<file path="config.mk">
export PLATFORM = sky130hd
export DESIGN_NAME = trace_reader
export DESIGN_NICKNAME = d
export VERILOG_FILES = /design/src/rtl/trace_reader.sv
export SDC_FILE = /design/constraint.sdc
export NUM_CORES = 1
export LEC_CHECK = 0
export CORE_ASPECT_RATIO = 0.5
export CORE_UTILIZATION = 29
export DETAILED_ROUTE_END_ITERATION = 16
export DONT_BUFFER_PORTS = 1
export MAX_ROUTING_LAYER = met4
export PLACE_DENSITY_LB_ADDON = 0.1
export SYNTH_ARGS = -nofsm -noshare
export SYNTH_HDL_FRONTEND = slang
export SYNTH_SLANG_ARGS = --single-unit
</file>
<file path="constraint.sdc">
create_clock -name clk -period 2.8 [get_ports clk]
set_input_delay 0.56 -clock clk [delete_from_list [all_inputs] [get_ports clk]]
set_output_delay 0.56 -clock clk [all_outputs]
set_load 0.005 [all_outputs]
</file>
<file path="src/rtl/trace_reader.sv">
// trace_reader: reads 8-bit trace samples from BRAM, packs pairs into 16-bit words
// and hands them out one at a time with a prefetch/consume handshake.
// Ports:
//   clk, rstn (async, active low)
//   arm, start_addr, len       - load a readout and start it
//   rd_req, rd_data, rd_vld    - host consume handshake
//   busy, underrun             - status (underrun sticky until arm)
//   mem_rd_en/addr/data        - BRAM read port, data MEM_LAT cycles after enable
//   chksum                     - XOR of consumed words
// Build option: TRACE_RD_CHKSUM_EN enables the checksum register.
module trace_reader #(
  parameter int ADDR_W  = 13,
  parameter int SMP_W   = 8,
  parameter int MEM_LAT = 1
) (
  input  logic                clk,
  input  logic                rstn,
  input  logic                arm,
  input  logic [ADDR_W-1:0]   start_addr,
  input  logic [ADDR_W-1:0]   len,
  input  logic                rd_req,
  output logic [2*SMP_W-1:0]  rd_data,
  output logic                rd_vld,
  output logic                busy,
  output logic                underrun,
  output logic                mem_rd_en,
  output logic [ADDR_W-1:0]   mem_rd_addr,
  input  logic [SMP_W-1:0]    mem_rd_data,
  output logic [2*SMP_W-1:0]  chksum
);

  typedef enum logic [2:0] {
    IDLE, ISSUE_LO, ISSUE_HI, WAIT, HOLD
  } state_t;

  localparam logic [ADDR_W-1:0] LEN_MAX =
    {1'b1, {(ADDR_W-1){1'b0}}};

  state_t              state, state_nx;
  logic [ADDR_W-1:0]   ptr;
  logic [ADDR_W-1:0]   remaining;
  logic [ADDR_W-1:0]   len_eff;
  logic [SMP_W-1:0]    lo_byte;
  // Tags travelling alongside the BRAM pipeline; cleared on arm
  // so returns of aborted reads are never captured.
  logic [MEM_LAT-1:0]  lo_pipe, hi_pipe;
  logic                lo_ret, hi_ret;
  logic                accept;
  logic                unused_bit0;

  assign unused_bit0 = start_addr[0];
  assign lo_ret  = lo_pipe[MEM_LAT-1];
  assign hi_ret  = hi_pipe[MEM_LAT-1];
  assign accept  = rd_req & rd_vld & ~arm;
  assign len_eff = (len > LEN_MAX) ? LEN_MAX : len;
  assign busy    = (state != IDLE);

  always_comb begin
    state_nx    = state;
    mem_rd_en   = 1'b0;
    mem_rd_addr = '0;
    case (state)
      IDLE: ;
      ISSUE_LO: begin
        mem_rd_en   = 1'b1;
        mem_rd_addr = ptr;
        state_nx    = ISSUE_HI;
      end
      ISSUE_HI: begin
        mem_rd_en   = 1'b1;
        mem_rd_addr = ptr + ADDR_W'(1);
        state_nx    = WAIT;
      end
      WAIT: begin
        if (hi_ret) state_nx = HOLD;
      end
      HOLD: begin
        if (accept)
          state_nx = (remaining != '0) ? ISSUE_LO : IDLE;
      end
      default: state_nx = IDLE;
    endcase
    if (arm)
      state_nx = (len == '0) ? IDLE : ISSUE_LO;
  end

  always_ff @(posedge clk or negedge rstn) begin
    if (!rstn) begin
      state     <= IDLE;
      ptr       <= '0;
      remaining <= '0;
      lo_byte   <= '0;
      lo_pipe   <= '0;
      hi_pipe   <= '0;
      rd_data   <= '0;
      rd_vld    <= 1'b0;
      underrun  <= 1'b0;
    end else begin
      state   <= state_nx;
      lo_pipe <= (lo_pipe << 1) | MEM_LAT'(state == ISSUE_LO);
      hi_pipe <= (hi_pipe << 1) | MEM_LAT'(state == ISSUE_HI);
      if (arm) begin
        ptr       <= {start_addr[ADDR_W-1:1], 1'b0};
        remaining <= len_eff;
        rd_vld    <= 1'b0;
        underrun  <= 1'b0;
        lo_pipe   <= '0;
        hi_pipe   <= '0;
      end else begin
        if (lo_ret) lo_byte <= mem_rd_data;
        if (hi_ret) begin
          rd_data   <= {mem_rd_data, lo_byte};
          rd_vld    <= 1'b1;
          ptr       <= ptr + ADDR_W'(2);
          remaining <= remaining - ADDR_W'(1);
        end
        if (rd_req) begin
          if (rd_vld) rd_vld   <= 1'b0;
          else        underrun <= 1'b1;
        end
      end
    end
  end

`ifdef TRACE_RD_CHKSUM_EN
  logic [2*SMP_W-1:0] chk_q;

  always_ff @(posedge clk or negedge rstn) begin
    if (!rstn)       chk_q <= '0;
    else if (arm)    chk_q <= '0;
    else if (accept) chk_q <= chk_q ^ rd_data;
  end

  assign chksum = chk_q;
`else
  assign chksum = '0;
`endif

endmodule

</file>
==> results of run 1 <==
==> per-layer routing <==
metal  up-vias  routed length [um]  track usage (%)
li1        917                   -                -
met2        59                2830             20.2
met5         -                   0                -
met1       950                3060             16.5
met4         0                  31             2.75
met3         2                 360             3.96
==> kinds of logic after synthesis <==
kind of cell / Yosys count
compound gates: 34
xor+xnor: 21
fa+ha+maj: 3
buf+inv: 39
flops: 56
mux: 29
other cells: 1
simple gates: 95
==> how the worst max path moves through the flow <==
| stage | slack [ps] | cells after the start | endpoint | start |
|---|---|---|---|---|
| 2_1_floorplan | 1070 | 5 | mem_rd_addr[12] | state[0] |
| 3_3_place_gp | 870 | 4 | remaining[7] | hi_pipe |
| 3_5_place_dp | 820 | 3 | mem_rd_addr[8] | state[0] |
| 4_1_cts | 490 | 3 | mem_rd_addr[4] | state[0] |
| 5_1_grt | 360 | 3 | mem_rd_addr[4] | state[0] |
| 6_report | 550 | 3 | mem_rd_addr[3] | state[0] |
==> repair_timing <==
action / in CTS / in global routing
endpoints found under the hold margin: 56 / 0
resized for setup: 0 / 0
buffers inserted: 0 / 0
hold buffers: 1 / 0
==> cell type report <==
type	instances	area [um2]
fillers	999	6440
clock inverters	2	12.5
repair buffers	2	35.0
clock buffers	5	125
multi-input cells	198	1330
inverters	8	30.0
flip-flops and latches	56	1400
well taps	135	169
==> registers in the layout, summed over array words and instances, names as in the netlist, 3 cells and up <==
name and flops:
state 3, rd_data 16, remaining 13, ptr 12, lo_byte 8
==> cells in the mapped netlist (all sizes together), types with 9 or more instances <==
| cell | count | share of area (%) |
|---|---|---|
| clkbuf | 10 | 1.3 |
| xor2 | 9 | 2.7 |
| dfrtp | 56 | 49 |
| nand2 | 26 | 3.4 |
| mux2 | 28 | 11 |
| and2 | 10 | 2.2 |
| o21ai | 13 | 2.3 |
| nor3 | 12 | 2.1 |
| xnor2 | 12 | 3.6 |
| nor2 | 15 | 2.0 |
| buf | 21 | 5.0 |
==> through the flow <==
| stage | utilization (%) | power (W) | hold slack (ps) | setup WS (ps) | instance area (um2) |
|---|---|---|---|---|---|
| 5_1_grt | 32.5 | 0.00213 | 130 | 356 | 3100 |
| 6_report | 32.5 | 0.00201 | 120 | 546 | 3100 |
| 2_1_floorplan | - | 0.00134 | 264 | 1070 | 2940 |
| 3_5_place_dp | 30.8 | 0.00139 | 265 | 823 | 2940 |
| 3_3_place_gp | 30.8 | 0.00138 | 266 | 869 | 2940 |
| 4_1_cts | 32.5 | 0.00205 | 138 | 494 | 3100 |
==> report_power, final <==
part | internal, W | switching [W] | total, W
Combinational | 0.000165 | 0.000134 | 0.000298
Clock | 0.000326 | 0.000291 | 0.000617
Sequential | 0.000963 | 0.000129 | 0.00109
Total | 0.00145 | 0.000554 | 0.00201
==> results.sh, run 1 <==
export IMPL_viasPerCell=4.75
export IMPL_final_cell_mix="dfrtp_1, mux2_2, nand2_1"
export IMPL_reg2reg_slack_ps=870
export IMPL_critPathArrivalTime_ps=1690
export IMPL_r2r_start="hi_pipe"
export IMPL_hold_violations=0
export IMPL_grt_max_degree=57
export IMPL_n_antenna_cell=0
export IMPL_finalCritPeriodShare_pct=80.5
export IMPL_clock_path_buffers=2
export IMPL_io_buffers=0
export IMPL_cts_tree="yes"
export IMPL_synthAdderAreaFrac_pct=1.30
export IMPL_route_detailed_drc=0
export IMPL_final_common_cell="dfrtp_1"
export IMPL_hold_class="in -> async"
export IMPL_finalWirelength_um=6290
export IMPL_first_pass_iters=4
export IMPL_relSlewSlack_pct=54.0
export IMPL_path_clk_slew_ps=70
export IMPL_grt_pass1_vias=1936
export IMPL_peakVddDrop_mv=0.246
export IMPL_avgSynthCellArea_um2=10.4
export IMPL_netlist_area_um2=2890
export IMPL_path_buf_inv=0
export IMPL_dr_total_vias=1928
export IMPL_grtUsageTotal_pct=12.9
export IMPL_reg2reg_to="remaining[5]"
export IMPL_setup_violations=0
export IMPL_place_inst=398
export IMPL_p_per_area_nw_per_um2=647
export IMPL_post_dp_hpwl_um=4380
export IMPL_ys_ff_latch=56
export IMPL_rsz0062_at_grt="no"
export IMPL_slowest_delay_ps=500
export IMPL_crit_fanout=11
export IMPL_synth_edff_count=0
export IMPL_ys_flop_type="dfrtp_1"
export IMPL_die_area_um2=10400
export IMPL_wl_per_cell_um=15.5
export IMPL_htree_num_levels=2
export IMPL_drtAntennaViolNets=0
export IMPL_root_buffer="clkbuf_16"
export IMPL_instances_no_fill=406
export IMPL_synth_top_family_by_area="simple AND/OR/NAND/NOR gates"
export IMPL_seq_area_frac_synth_pct=48.5
export IMPL_crit_chain="xnor2_1, nor2_1, and2_1"
export IMPL_ff2ff_path_depth=4
export IMPL_ys_types=39
export IMPL_drive_gt1_share_pct=15.5
export IMPL_overflow=0
export IMPL_grt_pass1_wl_um=9890
export IMPL_fmax_mhz=444
export IMPL_async_flop_share_pct=100
export IMPL_insertion_delay_ps=290
export IMPL_path_class="reg -> out"
export IMPL_slew_violations=0
export IMPL_coreArea_um2=9540
export IMPL_nets=312
export IMPL_cts_sinks=56
export IMPL_crit_path_end_kind="output pin"
export IMPL_synth_simple_area_share_pct=18.2
export IMPL_worst_setup_path_start_kind="flip-flop"
export IMPL_fp_dieW_um=143
export IMPL_cap_violations=0
export IMPL_fp_dieH_um=72.5
export IMPL_fin_worst_skew_ps=3.29
export IMPL_tns_ps=0
export IMPL_cp_required_ps=2240
export IMPL_antenna_found_initial=0
export IMPL_fin_crit_ps=2250
export IMPL_cts_buffers=5
export IMPL_drtIter0Drc=80
export IMPL_critPathSlowestCell="nor2_1"
export IMPL_gp_congestion=0.735
export IMPL_max_slew_worst_pin_slew_ps=690
export IMPL_yosysWarnings=0
export IMPL_initial_core_util_pct=30.3
export IMPL_synth_xor_area_share_pct=6.37
export IMPL_critPathTopFamily="simple AND/OR/NAND/NOR gates"
export IMPL_p_leak_nw=1.25
export IMPL_ios=87
export IMPL_row_count=25
export IMPL_synth_compound_area_share_pct=6.85
export IMPL_outcome="finished clean"
export IMPL_syn2layout_area_growth_pct=7.46
export IMPL_synth_cells=278
export IMPL_synth_mux_area_share_pct=11.3
Note: power is estimated with default switching activity, not from simulation.
==> inputs of run 2 (changes only) <==
Clock period 2.8 ns to 1.9 ns, I/O delays scaled along.
==> run 2 against run 1 <==
Against the previous run: routed wire length fell by 0.19%; combinational power rose by 54%; count of clock-buffer cells in the layout did not move; clock skew rose by 0.80 ps; sequential share of layout area fell by 0.96 points; critical path type unchanged; largest cell class unchanged; largest power group unchanged.
==> results.sh, run 2 (synthesis results as in run 1) <==
export IMPL_cts_tree="yes"
export IMPL_insertion_delay_ps=290
export IMPL_cts_sinks=56
export IMPL_largestRegisters="rd_data: 16 flops, remaining: 13 flops, ptr: 12 flops"
export IMPL_drtAntennaViolNets=0
export IMPL_p_per_area_nw_per_um2=938
export IMPL_max_slew_worst_pin_slew_ps=534
export IMPL_fin_crit_ps=1830
export IMPL_slowest_delay_ps=440
export IMPL_outcome="finished clean"
export IMPL_post_dp_hpwl_um=4370
export IMPL_critPathTopFamily="flip-flops"
export IMPL_slew_violations=0
export IMPL_largest_reg_flops=16
export IMPL_hold_class="in -> reg"
export IMPL_drtIter0Drc=43
export IMPL_peakVddDrop_mv=0.372
export IMPL_relSlewSlack_pct=63.9
export IMPL_row_count=25
export IMPL_hold_depth=1
export IMPL_final_cell_mix="dfrtp_1, mux2_2, nand2_1"
export IMPL_register_area_um2=1400
export IMPL_crit_fanout=11
export IMPL_syn2layout_area_growth_pct=9.80
export IMPL_critPathArrivalTime_ps=1450
export IMPL_n_antenna_cell=0
export IMPL_cts_buffers=5
export IMPL_wl_per_cell_um=15.2
export IMPL_first_pass_iters=4
export IMPL_nets=318
export IMPL_gp_congestion=0.778
export IMPL_root_buffer="clkbuf_16"
export IMPL_finalCritPeriodShare_pct=96.2
export IMPL_cap_violations=0
export IMPL_drive_gt1_share_pct=17.3
export IMPL_initial_core_util_pct=30.3
export IMPL_grt_max_degree=57
export IMPL_crit_path_end_kind="output pin"
export IMPL_final_common_cell="dfrtp_1"
export IMPL_fin_worst_skew_ps=4.10
export IMPL_clock_path_buffers=2
export IMPL_overflow=0
export IMPL_grtUsageTotal_pct=12.8
export IMPL_die_area_um2=10400
export IMPL_fill_cells=997
export IMPL_coreArea_um2=9540
export IMPL_viasPerCell=4.75
export IMPL_setup_violations=0
export IMPL_multi_input_area_um2=1340
export IMPL_power_total_w=0.00297
export IMPL_route_detailed_drc=0
export IMPL_crit_chain="xnor2_1, nor2_4, and2_1"
export IMPL_ff2ff_path_depth=4
export IMPL_worst_setup_path_start_kind="flip-flop"
export IMPL_top_register="rd_data"
export IMPL_tns_ps=0
export IMPL_worst_path_stages=3
export IMPL_fp_dieW_um=143
export IMPL_cp_required_ps=1520
export IMPL_finalWirelength_um=6280
export IMPL_fmax_mhz=547
export IMPL_dr_total_vias=1957
export IMPL_grt_pass1_vias=1972
export IMPL_p_leak_nw=1.28
export IMPL_htree_num_levels=2
export IMPL_path_clk_slew_ps=70
export IMPL_critPathSlowestCell="dfrtp_1"
export IMPL_grt_pass1_wl_um=9870
export IMPL_antenna_found_initial=0
export IMPL_ios=87
export IMPL_rsz0062_at_grt="no"
export IMPL_io_buffers=0
export IMPL_fp_dieH_um=72.5
export IMPL_path_buf_inv=0
export IMPL_path_class="reg -> out"
export IMPL_hold_violations=0
[run 2: changes by cell type in the layout (fill, tap and decap cells not counted)]
cell,delta
buf_4,+4
buf_12,+1
dlygate4sd3_1,+1
nor2_1,-1
nor2_4,+1
[run 2: report_power, final]
part           internal, W  switching (W)  total [W]
clock             0.000481       0.000431   0.000911
sequential         0.00142       0.000183    0.00160
combinational     0.000252       0.000206   0.000458
total              0.00215       0.000820    0.00297
[run 2: timing repair]
item	4_1_cts	5_1_grt
pin swaps	0	0
cloned	0	0
hold buffers	2	0
setup buffers	0	0
setup endpoints to repair	10	10
hold endpoints to repair	56	0
gates resized for setup	1	1
[run 2: layer usage]
layer  GRT usage [%]  up-vias  share of wire [%]  wire, um
met1            16.3      956                 49      3050
met5               -        -                  0         0
met2            20.6       65                 45      2850
li1                -      931                  -         -
met3            3.37        5                5.3       333
met4            2.75        0               0.65        41
[run 2: through the flow]
step / hold slack (ps) / worst slack (ps) / std cells / util [%] / area [um2]
2_1_floorplan: 84.4 / 351 / 293 / - / 2940
3_3_place_gp: 85.7 / 194 / 403 / 31.3 / 2990
3_5_place_dp: 85.5 / 146 / 403 / 31.3 / 2990
4_1_cts: 141 / 6.62 / 412 / 33.2 / 3160
5_1_grt: 138 / 4.15 / 412 / 33.2 / 3170
6_report: 157 / 72.7 / 412 / 33.2 / 3170
[run 2: area by class of cell]
type                            count  area share [%]
Clock inverter                      2           0.395
Tap cell                          135            5.33
Multi-Input combinational cell    198            42.2
Inverter                            8           0.947
Timing Repair Buffer                8            3.00
Sequential cell                    56            44.2
Clock buffer                        5            3.95
[run 2: final timing paths]
| check | start | endpoint | slack, ps |
|---|---|---|---|
| hold reg to reg | lo_byte[4] | rd_data[4] | 500 |
| hold / removal | arm | rd_vld | 160 |
| setup reg to reg | hi_pipe | remaining[7] | 220 |
| max in group asynchronous | rstn | ptr[1] | 1040 |
| setup / recovery | state[1] | mem_rd_addr[7] | 70 |
| min in group asynchronous | rstn | rd_data[10] | 610 |
